### src/rtl/udp_cmd_dispatcher.sv
// udp_cmd_dispatcher: parse UDP RX payload bytes into fixed 9-byte command frames and issue them over valid/ready
// Ports:
//   udp_rx_clk, reset (async, active-low)
//   app_rx_data_valid/app_rx_data/app_rx_data_length : RX payload byte stream
//   cmd_valid/cmd_ready/cmd_op/cmd_addr/cmd_data     : one-deep command slot
//   busy                                             : frame parsing in progress
//   good_cnt/err_cnt/drop_cnt                        : issued / rejected / lost-to-full-slot frames
module udp_cmd_dispatcher #(
  parameter logic [15:0] MAGIC     = 16'hA55A,
  parameter int          FRAME_LEN = 9
) (
  input  logic        udp_rx_clk,
  input  logic        reset,
  input  logic        app_rx_data_valid,
  input  logic [7:0]  app_rx_data,
  input  logic [15:0] app_rx_data_length,
  output logic        cmd_valid,
  input  logic        cmd_ready,
  output logic [7:0]  cmd_op,
  output logic [7:0]  cmd_addr,
  output logic [31:0] cmd_data,
  output logic        busy,
  output logic [15:0] good_cnt,
  output logic [7:0]  err_cnt,
  output logic [7:0]  drop_cnt
);
  typedef enum logic [2:0] {IDLE, HDR, BODY, CHK, DRAIN} state_t;
  state_t      r_state, w_next;
  logic [15:0] r_idx, r_len, w_len_raw, w_len;
  logic [7:0]  r_xor;
  logic [47:0] r_sh;
  logic        r_bad, w_bad, w_last, w_ok, w_free;
  logic        r_eof, r_eof_ok;
  logic        r_cmd_valid;
  logic [7:0]  r_cmd_op, r_cmd_addr, r_err_cnt, r_drop_cnt;
  logic [31:0] r_cmd_data;
  logic [15:0] r_good_cnt;
  // Length is only sampled on byte 0; a zero length still describes a one-byte packet
  assign w_len_raw = (r_idx == 16'd0) ? app_rx_data_length : r_len;
  assign w_len     = (w_len_raw == 16'd0) ? 16'd1 : w_len_raw;
  assign w_last    = r_idx == w_len - 16'd1;
  assign w_free    = !r_cmd_valid || cmd_ready;
  always_ff @(posedge udp_rx_clk or negedge reset)
    if (!reset) r_state <= IDLE;
    else if (app_rx_data_valid) r_state <= w_next;
  always_comb
    w_next = w_last ? IDLE :
             r_state == IDLE ? HDR :
             r_state == HDR  ? BODY :
             r_state == BODY ? (r_idx == 16'd7 ? CHK : BODY) : DRAIN;
  // Bad-frame verdict including the byte currently on the bus; only a frame
  // that has reached the checksum byte can be good
  always_comb begin
    w_bad = r_state == IDLE ? (w_len < 16'(FRAME_LEN) || app_rx_data != MAGIC[15:8]) :
            r_state == HDR  ? (r_bad || app_rx_data != MAGIC[7:0]) :
            r_state == CHK  ? (r_bad || app_rx_data != r_xor) : r_bad;
    w_ok  = !w_bad && (r_state == CHK || r_state == DRAIN);
  end
  always_ff @(posedge udp_rx_clk or negedge reset)
    if (!reset) begin
      r_idx    <= '0;
      r_len    <= '0;
      r_xor    <= '0;
      r_bad    <= 1'b0;
      r_sh     <= '0;
      r_eof    <= 1'b0;
      r_eof_ok <= 1'b0;
    end else begin
      r_eof    <= app_rx_data_valid && w_last;
      r_eof_ok <= w_ok;
      if (app_rx_data_valid) begin
        r_idx <= w_last ? 16'd0 : r_idx + 16'd1;
        if (r_idx == 16'd0) r_len <= app_rx_data_length;
        r_xor <= (r_idx == 16'd0) ? app_rx_data : r_xor ^ app_rx_data;
        r_bad <= w_bad;
        if (r_state == BODY) r_sh <= {r_sh[39:0], app_rx_data};
      end
    end
  // End-of-frame evaluation one cycle after the last byte; shadow bytes 2..7
  // cannot be overwritten by a back-to-back packet before this completes
  always_ff @(posedge udp_rx_clk or negedge reset)
    if (!reset) begin
      r_cmd_valid <= 1'b0;
      r_cmd_op    <= '0;
      r_cmd_addr  <= '0;
      r_cmd_data  <= '0;
      r_good_cnt  <= '0;
      r_err_cnt   <= '0;
      r_drop_cnt  <= '0;
    end else begin
      if (r_eof && r_eof_ok && w_free) begin
        r_cmd_valid <= 1'b1;
        r_cmd_op    <= r_sh[47:40];
        r_cmd_addr  <= r_sh[39:32];
        r_cmd_data  <= r_sh[31:0];
        r_good_cnt  <= r_good_cnt + 16'd1;
      end else if (r_cmd_valid && cmd_ready) r_cmd_valid <= 1'b0;
      if (r_eof && !r_eof_ok && r_err_cnt != 8'hFF) r_err_cnt <= r_err_cnt + 8'd1;
      if (r_eof && r_eof_ok && !w_free && r_drop_cnt != 8'hFF) r_drop_cnt <= r_drop_cnt + 8'd1;
    end
  assign cmd_valid = r_cmd_valid;
  assign cmd_op    = r_cmd_op;
  assign cmd_addr  = r_cmd_addr;
  assign cmd_data  = r_cmd_data;
  assign good_cnt  = r_good_cnt;
  assign err_cnt   = r_err_cnt;
  assign drop_cnt  = r_drop_cnt;
  assign busy      = r_state != IDLE;
endmodule

### config.mk
export PLATFORM = sky130hd
export DESIGN_NAME = udp_cmd_dispatcher
export DESIGN_NICKNAME = d
export VERILOG_FILES = /design/src/rtl/udp_cmd_dispatcher.sv
export SDC_FILE = /design/constraint.sdc
export NUM_CORES = 1
export LEC_CHECK = 0
export ABC_AREA = 0
export BUFFER_PORTS_ARGS = -buffer_cell sky130_fd_sc_hd__buf_4
export CAP_MARGIN = 20
export CORE_ASPECT_RATIO = 2
export CORE_MARGIN = 2
export CORE_UTILIZATION = 47
export CTS_BUF_LIST = sky130_fd_sc_hd__clkbuf_16
export DETAILED_ROUTE_END_ITERATION = 8
export PLACE_DENSITY = 0.78
export SLEW_MARGIN = 20
export SYNTH_ARGS = -nofsm -noshare
export SYNTH_HDL_FRONTEND = slang
export SYNTH_SLANG_ARGS = --single-unit
### constraint.sdc
create_clock -name udp_rx_clk -period 8.45 [get_ports udp_rx_clk]
set_clock_uncertainty 0.15 [all_clocks]
set_input_delay 1.2675 -clock udp_rx_clk [delete_from_list [all_inputs] [get_ports udp_rx_clk]]
set_output_delay 1.2675 -clock udp_rx_clk [all_outputs]
set_load 0.02 [all_outputs]
Yosys cells after proc, flatten, opt, wreduce, memory -nomap -nowiden
Cells that the tools add are included.

cells by class
  bitwise operators = 1
  order comparisons = 1
  mux-type cells = 14
  reduce and logical (&&, ||, !) cells = 24
  add/sub/neg operators = 5
  equal/unequal tests = 11

operators with widths
  cell                                                                   count
  16-bit two-way mux                                                     3
  16-bit by 1-bit adder with 16-bit output, second input constant        2
  16-bit zero test                                                       2
  8-bit != test, second input constant                                   3
  8-bit by 1-bit adder with 8-bit output, second input constant          2
  16-bit == test                                                         1
  16-bit by 3-bit == test with 1-bit output, second input constant       1
  16-bit by 4-bit < comparator with 1-bit output, second input constant  1
  16-bit by 1-bit subtractor with 16-bit output, second input constant   1
  3-bit two-way mux                                                      4
  1-bit logical AND                                                      9
  8-bit two-way mux                                                      1
  8-bit by 7-bit != test with 1-bit output, second input constant        1
  8-bit != test                                                          1
  8-bit bitwise XOR                                                      1
  3-bit by 2-bit == test with 1-bit output, second input constant        2
  1-bit two-way mux                                                      6
  1-bit logical OR                                                       5
  1-bit zero test                                                        4
  3-bit by 1-bit == test with 1-bit output, second input constant        1
  3-bit == test, second input constant                                   1
  3-bit zero test                                                        1
  3-bit nonzero test                                                     1
  2-bit AND reduction                                                    1
  2-bit nonzero test                                                     1

word-level totals
  output and inout bits = 82
  bits of input ports = 28
  logic and storage cells = 71
  register bits = 175

Depth between registers and ports, before layout
  depth after elaboration = 9
  gate-level depth with buffers = 19

Worst setup path after synthesis
No wires, ideal clock.

  path type = in2reg
  from = input port app_rx_data_length[12]
  to = register r_idx[10]
  slack = 3.256 ns
  arrival time = 4.904 ns
  path buffers = 2
  required time = 8.160 ns
  cell stages on the path = 15
  cells stage by stage = or4_4 > or4_4 > or3b_1 > and3b_1 > ha_1 > or3b_2 > clkbuf_1 > nor3_1 > mux2_2 > and3_1 > nor4_4 > o211ai_1 > nor4_4 > buf_6 > a21oi_2

between the ends
  cells in the longest elaborated chain, start to end = 6

ends and longest elaborated chain
  item                                               RTL line  RTL
  start, declared                                    16        input logic [15:0] app_rx_data_length,
  16-bit two-way mux (*)                             -
  16-bit zero test                                   40        assign w_len = (w_len_raw == 16'd0) ? 16'd1 : w_len_raw;
  16-bit two-way mux (*)                             40
  16-bit by 1-bit subtractor with 16-bit output (*)  41        assign w_last = r_idx == w_len - 16'd1;
  16-bit == test (*)                                 41
  16-bit two-way mux (*)                             72        r_idx <= w_last ? 16'd0 : r_idx + 16'd1;
  end signal, assigned                               72
  end, declared                                      29        logic [15:0] r_idx, r_len, w_len_raw, w_len;

Every way passes the cells marked *; elsewhere a longest branch is shown, timed or not.
A chain may end at the register's enable or synchronous reset.

Final worst setup path
  from = register r_idx[0]
  to = register r_idx[1]

between the ends
  cells in the longest elaborated chain, start to end = 7

ends and longest elaborated chain
  item                                           RTL line  RTL
  16-bit zero test                               39        assign w_len_raw = (r_idx == 16'd0) ? app_rx_data_length : r_len;
  16-bit two-way mux                             -
  16-bit zero test                               40
  16-bit two-way mux                             40
  16-bit by 1-bit subtractor with 16-bit output  41
  16-bit == test                                 41
  16-bit two-way mux (*)                         72

Marks and branches as above.

==> results.toml <==
[worst_setup_path]
rrSetupSlack_ps = 3190
cp-end-kind = "flop"
r2r_start = "r_idx[0]$_DFFE_PN0P_"
reg2reg_to = "r_idx[1]$_DFFE_PN0P_"
crit_type = "reg2reg"
critical_path_required_ps = 8580
reg2reg_depth = 16
cp_max_fo = 19
cpMaxStageDelayCell = "and4_1"
startpoint_type = "flop"
critical-path-top-delay-family = "simple AND/OR/NAND/NOR gates"
crit_arrival_ps = 5390
crit_path_max_incr_delay_ps = 830
path_cells = "inv_1 -> ha_1 -> nor4b_2 -> and4_1 -> nor3b_2 -> and3b_1 -> ha_1 -> or3b_2 -> or3_1 -> o311ai_1 -> a21oi_1 -> nor4_4 -> o211ai_1 -> nor4_4 -> buf_4 -> a21oi_1"
crit_buf_inv = 2

[die]
die_x_um = 99.08
rows = 69
die_area_um2 = 19240
die_h_um = 194.2
coreArea_um2 = 17780
start_util = 0.4778
io_pins = 110

[synthesis]
synth_cells = 710
synth_top_area_share = 0.5153
synth_cell_type_count = 69
yosys_warnings = 0
synth.area.top_cells = "dfrtp_1 (52%), mux2_2 (16%), xnor2_1 (5.1%)"
synth_top_flop_cell = "dfrtp_1"
synth_common_cells = "dfrtp_1 (175), mux2_2 (119), xnor2_1 (49), nor2_1 (36), nand2_1 (31)"
synth-edff-count = 0
seq_area_frac_synth = 0.5153
syn-num-nets = 744
syn_area_um2 = 8498
avgSynthCellArea_um2 = 11.97
synth_area_leader_cell = "dfrtp_1"
yosysMostFrequentCell = "dfrtp_1"
synthArstFlopShare = 1.000
ys_ff_latch = 175

[global_route]
grt_pass1_wl_um = 29330
use_met2 = 0.3266
gr-usage-met1 = 0.2167
grt_pass1_vias = 5968
grt_max_degree = 104
grt-ovfl-total = 0
gr-max-usage-layer = "met2"
antenna_found_initial = 0
grtUsageTotal = 0.1885
met3_usage = 0.03533

[clocking]
clk_path_buf_depth = 2
root_buffer = "clkbuf_16"
numCtsBuffers = 17
clk_pin_slew_ps = 70
postCtsHoldBufs = 0
cts-resized-gates = 0
htreeDepth = 4
clk_latency_ps = 430
cts.sinks = 175
cts_tree = "done"
cts_setup_buffers = 0

[timing]
report.final.setup_viol = 0
holdWs_ps = 332.3
maxSlewViolCount = 0
setup_slack_ps = 3190
relSlewSlack = 0.3611
finalWorstPathRequiredPeriod_ps = 5260
setup_tns_ps = 0
period_share = 0.6225
rsz0062_at_grt = "no"
fmax_mhz = 190.1
finalHoldViolCount = 0
worst_slew_pin_slew_ps = 958.3

[place]
placed_area_um2 = 9424
gp_congestion = 0.9969
numPortBuffers = 109
pre_cts_ws_ps = 3052
dpl.hpwl_um = 12820

[detailed_routing]
wl_per_cell_um = 17.30
drtAntennaViolNets = 0
route.final.wire_length_um = 17900
viasPerCell = 5.711
vias = 5911
drtIter0Drc = 192
firstDrtPassIters = 4
drc = 0

[hold_path]
worstHoldEndpoint = "r_bad$_DFFE_PN0P_"
min_from = "r_bad$_DFFE_PN0P_"
holdCritPathClass = "reg2reg"
min_path_cells = 2

[layout]
fill_cells = 1514
design_area_um2 = 9962
antenna_cells = 0
area_growth_pct = 17.23
drive_above_1_share = 0.3601
nets = 843

[job]
cap_viol_max_count = 0

[status]
status = "finished, final reports clean"

[power_and_ir_drop]
peakVddDrop_mv = 0.1221
p_per_area_nw_per_um2 = 206.4
p_leak_uw = 0.004638
worst max-delay path by stage:
| stage | slack [ps] | depth (start not counted) | endpoint | startpoint |
|---|---|---|---|---|
| 6_report | 3190 | 16 | r_idx[1]$_DFFE_PN0P_ | r_idx[0]$_DFFE_PN0P_ |
| 5_1_grt | 2840 | 16 | r_idx[1]$_DFFE_PN0P_ | r_idx[0]$_DFFE_PN0P_ |
| 4_1_cts | 3210 | 16 | r_idx[1]$_DFFE_PN0P_ | r_idx[0]$_DFFE_PN0P_ |
| 3_5_place_dp | 3050 | 15 | r_idx[1]$_DFFE_PN0P_ | app_rx_data_length[3] |
| 3_3_place_gp | 3160 | 15 | r_idx[15]$_DFFE_PN0P_ | app_rx_data_length[12] |
| 2_1_floorplan | 3260 | 15 | r_idx[10]$_DFFE_PN0P_ | app_rx_data_length[12] |
through the flow:
| step | cells | power [uW] | utilization |
|---|---|---|---|
| 2_1_floorplan | 710 | 1259 | - |
| 3_3_place_gp | 1003 | 1344 | 0.5299 |
| 3_5_place_dp | 1003 | 1357 | 0.5299 |
| 4_1_cts | 1035 | 2081 | 0.5601 |
| 5_1_grt | 1035 | 2157 | 0.5602 |
| 6_report | 1035 | 2056 | 0.5602 |
worst reg2reg max path, stage by stage (launching register included):
cell      delay, ps
dfrtp_1         470
inv_1           140
ha_1            190
nor4b_2         420
and4_1          830
nor3b_2         130
and3b_1         290
ha_1            220
or3b_2          540
or3_1           330
o311ai_1        280
a21oi_1         170
nor4_4          170
o211ai_1        180
nor4_4          170
buf_4           320
a21oi_1         120
cells in the final DEF (no fill, tap or decap), drive strengths merged, types with 4 or more instances in the layout:
cell / synthesis / routed
mux2: 119 / 119
nand2b: 4 / 4
a211oi: 4 / 4
buf: 10 / 113
a21oi: 39 / 39
dfrtp: 175 / 175
clkbuf: 22 / 17
nand4: 15 / 15
mux2i: 17 / 17
or3b: 4 / 4
nand2: 31 / 31
or4: 10 / 10
and3: 10 / 10
nor3: 20 / 20
nor2: 36 / 36
nor4: 8 / 8
ha: 6 / 6
inv: 10 / 15
o311ai: 6 / 6
xnor2: 49 / 49
o21ai: 19 / 19
xor2: 18 / 18
nand3: 30 / 30
clkinv: 1 / 9
or3: 4 / 4
power by group:
part	leakage, uW	internal, uW	total, uW	switching, uW
registers	0.00234	947	1060	110
clock network	0.000264	379	714	335
logic	0.00203	150	284	134
total	0.00464	1480	2060	579
cell type report:
type | count | area, um^2 | area share
clock buffer | 17 | 425.4 | 0.04270
clock inverter | 15 | 111.4 | 0.01118
inverter | 11 | 41.29 | 0.004145
multi-input combinational | 491 | 3886 | 0.3901
sequential | 175 | 4379 | 0.4396
tap | 213 | 266.5 | 0.02675
timing repair buffer | 113 | 852.1 | 0.08553
flip-flops by register name, indices dropped and copies added (netlist names):
signal     count
r_sh          48
cmd_data      32
good_cnt      16
r_idx         16
r_len         16
cmd_addr       8
cmd_op         8
drop_cnt       8
err_cnt        8
r_xor          8
r_state        3
cmd_valid      1
r_bad          1
r_eof          1
r_eof_ok       1
cells by family after synthesis:
logic type | count (synthesis) | share of synthesized area
and+or+nand+nor | 193 | 0.1304
DFF | 175 | 0.5153
muxes | 136 | 0.1777
AOI/OAI and AO/OA | 89 | 0.07008
xor gates and xnor gates | 67 | 0.06905
buffers and inverters | 44 | 0.02856
adders and majority gates | 6 | 0.008834
metal layers:
| layer | part of all wire | vias up |
|---|---|---|
| met5 | 0 | - |
| met4 | 0.039 | 0 |
| met3 | 0.036 | 45 |
| met2 | 0.54 | 153 |
| met1 | 0.39 | 2956 |
| li1 | - | 2757 |
Note: power is estimated with default switching activity, not from simulation.
